File: config.mk
export PLATFORM = sky130hd
export DESIGN_NAME = mem_port_arbiter
export DESIGN_NICKNAME = d
export VERILOG_FILES = /design/src/rtl/mem_port_arbiter.sv
export SDC_FILE = /design/constraint.sdc
export NUM_CORES = 1
export LEC_CHECK = 0
export ABC_AREA = 0
export CAP_MARGIN = 20
export CORE_ASPECT_RATIO = 0.5
export CORE_MARGIN = 5
export CORE_UTILIZATION = 40
export DETAILED_ROUTE_END_ITERATION = 10
export PLACE_DENSITY = 0.85
export SYNTH_ARGS = -nofsm -noshare
export SYNTH_HDL_FRONTEND = slang
export SYNTH_SLANG_ARGS = --single-unit
File: constraint.sdc
create_clock -name clk -period 4.98 [get_ports clk]
set_clock_uncertainty 0.15 [all_clocks]
set_input_delay 0.996 -clock clk [delete_from_list [all_inputs] [get_ports clk]]
set_output_delay 0.996 -clock clk [all_outputs]
set_load 0.1 [all_outputs]
File: src/rtl/mem_port_arbiter.sv
// mem_port_arbiter
//
// Shares one synchronous memory port between two requesters. Port 0 is the
// CPU data path and port 1 is the I/O or display engine. Requests are
// arbitrated round-robin in IDLE. The winning access is then sequenced
// through ACCESS -> (WAIT x READ_LAT for reads) -> DONE, and read data is
// returned on rdata. Only one access is in flight at a time. All outputs are
// registered.
//
// Parameters
//   ADDR_W    address width
//   DATA_W    data width
//   READ_LAT  cycles from address presented (ACCESS) to mem_q valid, >= 1
//
// Ports
//   clk                         system clock, rising edge
//   reset                       synchronous, active-low reset
//   req0/we0/addr0/wdata0       port 0 request, held until gnt0
//   req1/we1/addr1/wdata1       port 1 request, held until gnt1
//   mem_q                       memory read data
//   mem_addr/mem_d/mem_we       memory port; only mem_we qualifies it
//   gnt0/gnt1                   one-cycle pulse, request accepted
//   done0/done1                 one-cycle pulse, access complete
//   rdata                       last read data, held until the next read completes
//   busy                        high whenever the sequencer is not in IDLE

module mem_port_arbiter #(
  parameter int ADDR_W   = 16,
  parameter int DATA_W   = 16,
  parameter int READ_LAT = 1
) (
  input  logic              clk,
  input  logic              reset,
  input  logic              req0,
  input  logic              we0,
  input  logic [ADDR_W-1:0] addr0,
  input  logic [DATA_W-1:0] wdata0,
  input  logic              req1,
  input  logic              we1,
  input  logic [ADDR_W-1:0] addr1,
  input  logic [DATA_W-1:0] wdata1,
  input  logic [DATA_W-1:0] mem_q,
  output logic [ADDR_W-1:0] mem_addr,
  output logic [DATA_W-1:0] mem_d,
  output logic              mem_we,
  output logic              gnt0,
  output logic              gnt1,
  output logic              done0,
  output logic              done1,
  output logic [DATA_W-1:0] rdata,
  output logic              busy
);

  localparam int CNT_W = $clog2(READ_LAT + 1);

  typedef enum logic [1:0] {
    IDLE,
    ACCESS,
    WAIT,
    DONE
  } state_t;

  state_t            state_q, state_d;
  logic              last_served_q, last_served_d;
  logic              port_q, port_d;
  logic              op_we_q, op_we_d;
  logic [CNT_W-1:0]  cnt_q, cnt_d;
  logic [ADDR_W-1:0] mem_addr_q, mem_addr_d;
  logic [DATA_W-1:0] mem_d_q, mem_d_d;
  logic              mem_we_q, mem_we_d;
  logic              gnt0_q, gnt0_d;
  logic              gnt1_q, gnt1_d;
  logic              done0_q, done0_d;
  logic              done1_q, done1_d;
  logic [DATA_W-1:0] rdata_q, rdata_d;
  logic              busy_q, busy_d;
  logic              pick1;

  assign mem_addr = mem_addr_q;
  assign mem_d    = mem_d_q;
  assign mem_we   = mem_we_q;
  assign gnt0     = gnt0_q;
  assign gnt1     = gnt1_q;
  assign done0    = done0_q;
  assign done1    = done1_q;
  assign rdata    = rdata_q;
  assign busy     = busy_q;

  // Next-state and registered-output logic. Pulses (gnt, done) and mem_we
  // default low so that each is high for exactly the one cycle that sets it.
  always_comb begin
    state_d       = state_q;
    last_served_d = last_served_q;
    port_d        = port_q;
    op_we_d       = op_we_q;
    cnt_d         = cnt_q;
    mem_addr_d    = mem_addr_q;
    mem_d_d       = mem_d_q;
    mem_we_d      = 1'b0;
    gnt0_d        = 1'b0;
    gnt1_d        = 1'b0;
    done0_d       = 1'b0;
    done1_d       = 1'b0;
    rdata_d       = rdata_q;
    pick1         = 1'b0;

    case (state_q)
      IDLE: begin
        // On a tie the port that was not served last wins.
        if (req0 && req1) begin
          pick1 = ~last_served_q;
        end else begin
          pick1 = req1;
        end
        if (req0 || req1) begin
          state_d       = ACCESS;
          last_served_d = pick1;
          port_d        = pick1;
          gnt0_d        = ~pick1;
          gnt1_d        = pick1;
          op_we_d       = pick1 ? we1 : we0;
          mem_we_d      = pick1 ? we1 : we0;
          mem_addr_d    = pick1 ? addr1 : addr0;
          mem_d_d       = pick1 ? wdata1 : wdata0;
        end
      end

      ACCESS: begin
        if (op_we_q) begin
          state_d = DONE;
          done0_d = ~port_q;
          done1_d = port_q;
        end else begin
          cnt_d   = CNT_W'(READ_LAT);
          state_d = WAIT;
        end
      end

      WAIT: begin
        // cnt reaches 1 in the cycle where mem_q carries the read data.
        cnt_d = cnt_q - CNT_W'(1);
        if (cnt_q == CNT_W'(1)) begin
          rdata_d = mem_q;
          state_d = DONE;
          done0_d = ~port_q;
          done1_d = port_q;
        end
      end

      DONE: begin
        state_d = IDLE;
      end

      default: begin
        state_d = IDLE;
      end
    endcase

    busy_d = (state_d != IDLE);
  end

  // State and output registers. Reset abandons any access in flight, so no
  // done pulse is produced for it.
  always_ff @(posedge clk) begin
    if (!reset) begin
      state_q       <= IDLE;
      last_served_q <= 1'b1;
      port_q        <= 1'b0;
      op_we_q       <= 1'b0;
      cnt_q         <= '0;
      mem_addr_q    <= '0;
      mem_d_q       <= '0;
      mem_we_q      <= 1'b0;
      gnt0_q        <= 1'b0;
      gnt1_q        <= 1'b0;
      done0_q       <= 1'b0;
      done1_q       <= 1'b0;
      rdata_q       <= '0;
      busy_q        <= 1'b0;
    end else begin
      state_q       <= state_d;
      last_served_q <= last_served_d;
      port_q        <= port_d;
      op_we_q       <= op_we_d;
      cnt_q         <= cnt_d;
      mem_addr_q    <= mem_addr_d;
      mem_d_q       <= mem_d_d;
      mem_we_q      <= mem_we_d;
      gnt0_q        <= gnt0_d;
      gnt1_q        <= gnt1_d;
      done0_q       <= done0_d;
      done1_q       <= done1_d;
      rdata_q       <= rdata_d;
      busy_q        <= busy_d;
    end
  end

endmodule

; ---- Yosys cells after proc, flatten, opt, wreduce, memory -nomap -nowiden
; Cells that the tools add are included.
[word_totals]
regBits = 60
input_bits = 86
elab_cells = 48
out_inout_bits = 54
[classes]
n_mux = 17
n_bitwise = 3
eq_ne = 4
n_addsub = 1
n_reduce_logical = 9
[ops]
columns = cell, n
row1 = 2-to-1 mux 16 bit, 2
row2 = 2-to-1 mux 1 bit, 9
row3 = one-hot mux 2 bit (4 select lines), 1
row4 = one-hot mux 1 bit (2 select lines), 3
row5 = AND reduction 2 bit, 3
row6 = "== test 2 bit, second input constant", 2
row7 = 2-to-1 mux 2 bit, 2
row8 = nonzero test 2 bit, 2
row9 = inverter 1 bit, 3
row10 = AND reduction 3 bit, 1
row11 = "== test 2 x 1 -> 1 bit, second input constant", 1
row12 = zero test 2 bit, 1
row13 = "inequality test 2 bit, second input constant", 1
row14 = logical AND 1 bit, 1
row15 = logical OR 1 bit, 1
row16 = "subtractor 1 bit, second input constant", 1

; ---- Logic depth before layout (Yosys ltp)
; Gate-level depths: netlist (run 1).
[depth]
ltp_word = 4
ltp_mapped = 7
ltp_nobuf = 5

; ---- Least setup slack after synthesis (run 1)
; Ideal clock, no wire load.
[synth_timing]
path_type = reg2out
start = reg rdata_q[0], in the netlist rdata[0]
end = out rdata[0]
arrival_ps = 924
t_required_ps = 3834
slack_ps = 2910
path_buffers = 0
stages_incl_launch_ff = 1
path_cell_list = dfxtp_1
[synth_rtl]
columns = item, line_no
row1 = start: declaration, 75  ; logic [DATA_W-1:0] rdata_q, rdata_d;
row2 = start signal: assignment, 193  ; rdata_q <= rdata_d;
row3 = end: declaration, 50  ; output logic [DATA_W-1:0] rdata,
; No word-level cell between the ends.

; ---- Final worst setup path (run 1)
[layout_timing]
start = in reset
end = reg mem_we_q, in the netlist mem_we
[layout_between]
elab_chain_len = 1
[layout_lines]
columns = item, line_no
row1 = start: declaration, 33  ; input logic reset,
row2 = AND reduction 3 bit (no source line), -
row3 = end signal: assignment, 188  ; mem_we_q <= mem_we_d;
row4 = end: declaration, 70  ; logic mem_we_q, mem_we_d;
; Every way passes these cells.
; A chain may end at the register's enable or synchronous reset.

==> results of run 1 <==
worst register-to-register path, cell delays in order (launching register included):
cell	delay [ps]
dfxtp_1	330
inv_1	90
ha_1	320
nand3_1	160
a21oi_2	620
buf_4	370
a22o_1	200
through the flow:
stage | utilization [%] | hold WS (ps)
2_1_floorplan | - | 266
3_3_place_gp | 66.7 | 295
3_5_place_dp | 66.7 | 291
4_1_cts | 73.0 | 307
5_1_grt | 73.3 | 320
6_report | 73.3 | 304
Yosys cell counts (all sizes together):
master / count
nand2: 40
and4: 1
and2: 1
a21oi: 1
nor2b: 3
o311a: 1
clkbuf: 9
nand3: 1
a32oi: 1
ha: 3
nor2: 1
inv: 6
o211ai: 1
buf: 10
o41ai: 1
dfxtp: 60
nand2b: 1
a211oi: 2
o21ai: 3
a21boi: 16
a22o: 1
and3: 34
a221o: 33
routing by layer:
metal,GRT usage (%),up-vias,share of wire (%)
met4,9.44,0,3.1
met5,0,-,0
li1,-,1126,-
met2,36.8,99,54
met3,6.96,29,5.7
met1,21.2,1136,37
layout make-up:
class | instances | area (um^2)
fillers | 388 | 1490
repair buffers | 143 | 1430
flip-flops and latches | 60 | 1200
multi-input cells | 145 | 982
clock buffers | 12 | 256
clock inverters | 4 | 95.1
well taps | 73 | 91.3
inverters | 6 | 22.5
sequential cells by signal, indices dropped and copies added, names as in the netlist:
signal	cells
gnt1	1
mem_addr	16
done0	1
busy	1
mem_d	16
mem_we	1
state_q	2
op_we_q	1
gnt0	1
port_q	1
done1	1
rdata	16
cnt_q	1
last_served_q	1
power by group through the flow:
stage                     Combinational, mW  Sequential, mW  Clock, mW
after detailed placement               1.26           0.666          0
after CTS                              1.27           0.663      0.726
final                                  1.27           0.665      0.719
after global routing                   1.32           0.677      0.754
after global placement                 1.23           0.664          0
after floorplan                       0.253            1.35          0
worst paths after layout:
kind                  to  cells past startpoint
setup reg to reg  mem_we                      6
setup / recovery  mem_we                      6
hold reg to reg    done1                      2
hold / removal     done1                      2
cells by family after synthesis:
kind of cell	Yosys count	synth area share (%)
AOI/OAI and AO/OA	60	23.0
adders and majority gates	3	1.62
buffers and inverters	25	5.98
DFF	60	51.7
and+or+nand+nor	82	17.7
==> implementation parameters, run 1 <==
Parameter                              Value

Placement
  Post-placement cell area ... roughly 0.0037 mm^2
  Half-perimeter wire length after placement ... between 5 and 6 mm
  Post-placement cell count ... around 430
  Pre-CTS worst setup slack ... ~1500 ps
  Weighted congestion reported at the end of routability-driven placement ... approximately 0.8
  Number of port buffers ... around 140

Clock tree
  Maximum number of buffers from clock root to sink ... 2
  Count of buffers added by post-CTS timing repair for setup ... 0
  Clock latency on the worst-skew pair ... between 300 and 400 ps
  Count of clock tree sinks ... 60
  Cell chosen for the clock root ... clkbuf_16
  Count of H-tree levels built during CTS ... 3
  Clock-pin slew on the worst setup and hold paths ... about 50 ps
  Number of buffers created by CTS ... 9
  Gates resized, CTS repair ... 0
  CTS tree ... done
  CTS Hold Buffers Added ... 0

Synth
  Fraction of the yosys area taken by sequential cells ... between 50% and 60%
  Synthesis warning total ... 0
  Area fraction of the dominant cell type after synthesis ... roughly 52%
  Net count after synthesis ... ~320
  Synthesized area ... 0.00232 mm^2
  Flip-flop and latch count after synthesis ... 60
  Post-synth top area cell ... dfxtp_1
  Avg Inst Size Synth ... ~10 um^2
  Cell count after synthesis ... 230
  Largest cells by area after synthesis ... dfxtp_1, a221o_1, and3_1, nand2_1, a21boi_0
  Count of unique library cells instantiated by Yosys ... 26

Min path
  Startpoint of the worst hold path ... port_q
  Worst hold path class ... register to register

Die
  Number of placed I/O pins ... 140
  Effective utilization at floorplan ... about two fifths
  Die footprint ... between 0.007 and 0.008 mm^2
  Y dimension of the die ... about 64 um
  Std cell rows ... 19
  CORE AREA ... between 0.005 and 0.006 mm^2
  Overall die width ... 118 um

Timing
  Final-report max-slew violation count ... 0
  RSZ-0062 raised after global routing ... no
  Final setup violation count ... 0
  Crit path setup slack, layout ... about 1800 ps
  Tmin final ... 3140 ps
  Fin Setup TNS ... 0 ps
  Worst-Margin Slew ... 1010 ps
  Worst slew margin relative to its limit ... around a third
  Max Clock Freq ... approximately 320 MHz
  Final worst path period share ... approximately 63%
  Final hold violation count ... 0

Global routing
  Global-route usage over all layers ... about 20%
  Largest net degree at the start of global routing ... between 50 and 60
  Wire length of the first global-routing pass ... between 10 and 15 mm
  GR Overflow Total ... 0
  Vias in the first global route ... 2450
  Number of antenna violations at the first check in global routing ... 0

Drt
  Starting DRC count in detailed routing ... approximately 120
  DRT Pass-1 Iters ... 4
  Routed via count divided by cell count ... roughly 5.4
  Final WL ... 7.95 mm
  Total via count after detailed routing ... 2390
  Routed WL per cell ... around 18 um
  # DRC ... 0
  Antenna Violating Nets Remaining ... 0

Pwr
  Leakage power of the design ... around 1.7 nW
  Switching power total ... between 1 and 1.5 mW
  Register share of total power ... 25.1%
  Total chip power ... between 2 and 3 mW
  Sw Ratio ... between 40 and 50%
  Maximum ir drop on the vdd rail ... ~0.38 mV
  Part of the total power dissipated in combinational logic ... 47.9%
  Fraction of power consumed by the clock network ... a little over a quarter
  Power density over cell area ... approximately 650 mW/mm^2
  Cell-internal power ... 1.45 mW

Cells and area
  Most common library cell in the layout ignoring fill and taps ... clkdlybuf4s50_1
  Synth-to-Final Area Change ... 75.6%
  Final Non-Filler Cells ... 443
  Total non-filler cell area in the finished layout ... slightly above 0.004 mm^2
  Fraction of final layout cells sized beyond drive strength 1 ... about 5.4%
  Total inserted antenna cells ... 0
  Number of nets in the finished design ... roughly 450
  Most used cells in the layout excluding fill and tap cells ... clkdlybuf4s50_1, dfxtp_1, nand2_1

Outcome
  Run status ... finished clean

Worst setup path
  Largest stage delay on the critical path ... about 620 ps
  Most used cell, CP ... buf_4
  Type of the worst setup path ... input pin to register
  Type of element launching the critical path ... input pin
  Cells traversed along the worst timing path ... clkdlybuf4s50_1, buf_4, nand3_1, a21oi_2, buf_4, a22o_1
  Cell with the largest stage delay on the worst path ... a21oi_2
  Reg-to-reg startpoint ... state_q[0]
  Crit path from ... reset
  Req. time, crit path ... roughly 5100 ps
  WP data arrival ... ~3200 ps
  Total buffers and inverters traversed by the critical path ... 3
  Crit-path leading delay family ... buffers and inverters
  Largest fanout of any net on the critical path ... 56
  Internal reg-to-reg setup slack ... around 2700 ps
  Capturing element type of the critical path ... register

Job
  Number of max-cap violations ... 0
(Power assumes the default switching activity.)
==> run 2: changes to the inputs <==
CORE_UTILIZATION = 33   (was 40)
PLACE_DENSITY = 0.75   (was 0.85)
clock period = 2.77 ns   (was 4.98 ns; I/O delays follow)
==> implementation parameters, run 2 (same netlist as run 1, synthesis figures left out) <==
Parameter                              Value

Outcome
  Run status ... finished clean

Die
  Die footprint ... 0.00892 mm^2 (+19%)
  Effective utilization at floorplan ... 34.4% (-7.4 points)
  CORE AREA ... 0.00675 mm^2 (+21%)
  Number of placed I/O pins ... 140 (unchanged)
  Overall die width ... 129 um (+9.2%)
  Y dimension of the die ... 69.3 um (+8.5%)
  Std cell rows ... 21 (+2)

Clock tree
  Count of clock tree sinks ... 60 (unchanged)
  Clock latency on the worst-skew pair ... 320 ps (about the same)
  Number of buffers created by CTS ... 9 (unchanged)
  Cell chosen for the clock root ... clkbuf_16
  Maximum number of buffers from clock root to sink ... 2 (unchanged)
  Count of H-tree levels built during CTS ... 3 (unchanged)
  Clock-pin slew on the worst setup and hold paths ... 50 ps (about the same)
  CTS tree ... done
  CTS Hold Buffers Added ... 0 (unchanged)
  Count of buffers added by post-CTS timing repair for setup ... 0 (unchanged)
  Gates resized, CTS repair ... 0 (unchanged)

Worst setup path
  Type of element launching the critical path ... input pin
  Req. time, crit path ... 2830 ps (-2250 ps)
  Largest fanout of any net on the critical path ... 20 (-64%)
  Internal reg-to-reg setup slack ... 910 ps (-1770 ps)
  Number of cells on the worst reg-to-reg path ... 6 (unchanged)
  Capturing element type of the critical path ... register
  Type of the worst setup path ... input pin to register
  Reg-to-reg startpoint ... state_q[0]
  WP data arrival ... 1990 ps (-1250 ps)
  RR Endpoint ... mem_d[8]

Global routing
  Vias in the first global route ... 2404 (-1.9%)
  Global-route usage over all layers ... 17.1% (-3.1 points)
  Largest net degree at the start of global routing ... 35 (-39%)
  Number of antenna violations at the first check in global routing ... 0 (unchanged)
  Wire length of the first global-routing pass ... 12.2 mm (-2.2%)
  GR Overflow Total ... 0 (unchanged)

Placement
  Pre-CTS worst setup slack ... 176 ps (-1300 ps)
  Number of port buffers ... 139 (unchanged)
  Half-perimeter wire length after placement ... 5.46 mm (+1.6%)
  Post-placement cell count ... 447 (+4.9%)
  Weighted congestion reported at the end of routability-driven placement ... 0.802 (+1.8%)

Timing
  Final setup violation count ... 0 (unchanged)
  Final worst path period share ... 69.8%
  Max Clock Freq ... about 520 MHz
  Crit path setup slack, layout ... 836 ps (-1000 ps)
  Worst slew margin relative to its limit ... 60.4% (+28 points)
  RSZ-0062 raised after global routing ... no
  Final hold violation count ... 0 (unchanged)
  Tmin final ... a little under 2000 ps
  Worst-Margin Slew ... 593 ps (-418 ps)
  Final-report max-slew violation count ... 0 (unchanged)
  Fin Setup TNS ... 0 ps (unchanged)

Min path
  Startpoint of the worst hold path ... rdata[13]
  Cell depth of the worst min-delay path ... 2 (unchanged)
  Worst hold path class ... register to register
  Worst-case hold path end point ... rdata[13]

Drt
  # DRC ... 0 (unchanged)
  DRT Pass-1 Iters ... 4 (unchanged)
  Antenna Violating Nets Remaining ... 0 (unchanged)
  Starting DRC count in detailed routing ... 107 (-9.3%)
  Total via count after detailed routing ... 2294 (-4.0%)
  Final WL ... 7.55 mm (-5.0%)
  Routed WL per cell ... 16.3 um (-9.3%)
  Routed via count divided by cell count ... 4.94 (-8.4%)

Cells and area
  Final Non-Filler Cells ... 464 (+4.7%)
  Most common library cell in the layout ignoring fill and taps ... clkdlybuf4s50_1
  Synth-to-Final Area Change ... 71.1%
  Total inserted antenna cells ... 0 (unchanged)
  Fraction of final layout cells sized beyond drive strength 1 ... 21.0% (+16 points)
  Most used cells in the layout excluding fill and tap cells ... clkdlybuf4s50_1, dfxtp_1, buf_4
  Number of nets in the finished design ... 456 (+0.44%)

Job
  Number of max-cap violations ... 0 (unchanged)

Pwr
  Maximum ir drop on the vdd rail ... 0.781 mV (+110%)
  Power density over cell area ... 1160 mW/mm^2 (+79%)
  Leakage power of the design ... 1.76 nW (+5.5%)
run 2: report_power, final:
group / switching [mW] / internal (mW) / total (mW)
clock: 0.389 / 0.809 / 1.20
combinational: 1.67 / 0.573 / 2.24
sequential: 0.112 / 1.07 / 1.19
run 2: worst max path at each step:
stage | to | start | depth (start not counted)
floorplan | op_we_q | state_q[0] | 6
global placement | mem_addr[4] | req1 | 4
detailed placement | op_we_q | req1 | 4
CTS | op_we_q | req1 | 4
global route | mem_d[8] | req0 | 5
finish | mem_addr[6] | req0 | 5
run 2: worst max-delay path, cell delays in order:
cell             delay, ps
clkdlybuf4s50_1        570
nand2_1                110
and4_1                 230
buf_4                  210
a221o_1                310
run 2: per-stage QoR:
step	power, mW	utilization (%)	hold WS (ps)	instance area [um^2]
2_1_floorplan	2.88	-	266	2320
3_3_place_gp	3.38	53.8	296	3630
3_5_place_dp	3.41	53.8	301	3630
4_1_cts	4.63	58.6	314	3960
5_1_grt	4.80	58.8	337	3970
6_report	4.62	58.8	314	3970
run 2: final cells by class:
class | count | area [um^2]
multi-input cells | 145 | 986
clock inverters | 6 | 87.6
inverters | 6 | 22.5
clock buffers | 10 | 239
well taps | 92 | 115
flip-flops and latches | 60 | 1200
fillers | 568 | 2780
repair buffers | 145 | 1320
run 2: routing by layer:
metal	vias to the layer above	track usage, %	share of wire [%]
met3	14	5.38	5.9
met2	75	31.2	54
li1	1124	-	-
met4	0	5.82	1.7
met1	1081	18.5	38
met5	-	0	0
==> run 3: changes to the inputs <==
CORE_UTILIZATION = 37   (was 33)
PLACE_DENSITY = 0.8   (was 0.75)
clock period = 1.8 ns   (was 2.77 ns; I/O delays follow)
==> implementation parameters, run 3 (same netlist as run 1, synthesis figures left out) <==
Parameter                              Value

Timing
  Max Clock Freq ... about 570 MHz
  Hold slack final ... 349 ps (+34.5 ps)
  Final hold violation count ... 0 (unchanged)
  Final setup violation count ... 0 (unchanged)
  Worst slew margin relative to its limit ... 73.4% (+13 points)
  Final worst path period share ... a little over nine tenths
  Tmin final ... ~1700 ps
  Final-report max-slew violation count ... 0 (unchanged)
  RSZ-0062 raised after global routing ... no
  Worst-Margin Slew ... 393 ps (-200 ps)

Clock tree
  Maximum number of buffers from clock root to sink ... 2 (unchanged)
  CTS Hold Buffers Added ... 0 (unchanged)
  Number of buffers created by CTS ... 9 (unchanged)
  Count of H-tree levels built during CTS ... 3 (unchanged)
  Count of clock tree sinks ... 60 (unchanged)
  Cell chosen for the clock root ... clkbuf_16
  Clock-pin slew on the worst setup and hold paths ... 50 ps (about the same)
  Count of buffers added by post-CTS timing repair for setup ... 0 (unchanged)
  Clock latency on the worst-skew pair ... 320 ps (about the same)
  CTS tree ... done

Worst setup path
  Largest fanout of any net on the critical path ... 33 (+65%)
  Req. time, crit path ... 1850 ps (-980 ps)
  Type of the worst setup path ... register to register
  WP data arrival ... 1790 ps (-200 ps)
  Type of element launching the critical path ... register
  Capturing element type of the critical path ... register

Placement
  Number of port buffers ... 139 (unchanged)
  Half-perimeter wire length after placement ... 6.02 mm (+10%)
  Weighted congestion reported at the end of routability-driven placement ... 0.760 (-5.3%)
  Post-placement cell count ... 449 (+0.45%)

Drt
  Routed WL per cell ... 17.8 um (+9.6%)
  Starting DRC count in detailed routing ... 127 (+19%)
  Metal2 WL ... 4.52 mm (+10%)
  Routed via count divided by cell count ... 5.17 (+4.6%)
  DRT Pass-1 Iters ... 4 (unchanged)
  WL met3 ... 504 um (+13%)
  Antenna Violating Nets Remaining ... 0 (unchanged)
  Highest routing layer actually used ... met4
  Total via count after detailed routing ... 2404 (+4.8%)
  Final WL ... 8.30 mm (+9.8%)
  Detailed-routing wirelength on met1 ... 2.99 mm (+4.3%)
  # DRC ... 0 (unchanged)

Cells and area
  Fraction of final layout cells sized beyond drive strength 1 ... 22.3% (+1.3 points)
  Number of nets in the finished design ... 461 (+1.1%)
  Most used cells in the layout excluding fill and tap cells ... clkdlybuf4s50_1, dfxtp_1, buf_12
  Synth-to-Final Area Change ... 102%
  Final Non-Filler Cells ... 465 (+0.22%)
  Most common library cell in the layout ignoring fill and taps ... clkdlybuf4s50_1
  Total inserted antenna cells ... 0 (unchanged)

Global routing
  Global-route usage over all layers ... 21.3% (+4.2 points)
  Vias in the first global route ... 2589 (+7.7%)
  Wire length of the first global-routing pass ... 13.1 mm (+7.6%)
  Number of antenna violations at the first check in global routing ... 0 (unchanged)
  GR Overflow Total ... 0 (unchanged)
  Largest net degree at the start of global routing ... 36 (+2.9%)

Outcome
  Run status ... finished clean

Job
  Number of max-cap violations ... 0 (unchanged)

Die
  Std cell rows ... 20 (-4.8%)
  Number of placed I/O pins ... 140 (unchanged)
  CORE AREA ... 0.00608 mm^2 (-10%)
  Y dimension of the die ... 66.0 um (-4.8%)
  Die footprint ... 0.00806 mm^2 (-9.6%)
  Effective utilization at floorplan ... 38.2% (+3.8 points)
  Overall die width ... 122 um (-5.1%)

Pwr
  Leakage power of the design ... 1.95 nW (+11%)
  Power density over cell area ... 1690 mW/mm^2 (+45%)
  Maximum ir drop on the vdd rail ... 1.17 mV (+50%)

Min path
  Worst hold path class ... register to register
## run 3: cell types whose count changed in the layout (fill, tap and decap cells not counted), sizes merged
cell	previous run	this run
clkinvlp	3	1
clkinv	1	2
buf	60	65
clkbuf	10	12
bufinv	2	1
## run 3: power breakdown
part	switching (mW)	internal, mW	total, mW
Combinational	2.62	1.58	4.20
Clock	0.569	1.14	1.71
Sequential	0.329	1.66	1.98
## run 3: worst paths after layout
kind / end / startpoint / cells after the start / slack, ps
max reg2reg: mem_addr[8] / state_q[0] / 6 / 60
min reg2reg: done1 / port_q / 2 / 350
min: done1 / port_q / 2 / 350
max: mem_addr[8] / state_q[0] / 6 / 60
## run 3: worst max-delay path, stage by stage, from the launching register on
cell and delay (ps):
dfxtp_1 330, inv_1 90, ha_2 280, o21ai_2 110, buf_12 170, and3_1 210, a221o_1 270
## run 3: area by class of cell
cell class                 instances  area [um^2]
fill                             377         1400
clock buffer                      12          256
timing repair buffer             150         2050
tap                               88          110
sequential                        60         1200
multi-input combinational        145          990
inverter                           6         22.5
clock inverter                     4         47.5
## run 3: what timing repair did
item	in CTS	in global routing
cloned	0	0
setup endpoints to repair	4	5
gates resized for setup	1	1
endpoints found under the hold margin	0	0
## run 3: layer usage
metal / GRT usage (%) / vias to the layer above
li1: - / 1131
met1: 20.4 / 1149
met2: 41.2 / 101
met3: 6.58 / 23
met4: 11.6 / 0
met5: 0 / -
## run 3: through the flow
stage	setup TNS, ps	area, um^2	utilization [%]	worst slack (ps)	power (mW)
floorplan	0	2320	-	160	4.43
global placement	-3980	4370	71.9	-121	6.07
detailed placement	-4910	4370	71.9	-161	6.18
finish	0	4680	77.0	56.0	7.90
CTS	0	4680	76.9	61.8	7.94
global route	0	4680	77.0	6.73	8.17
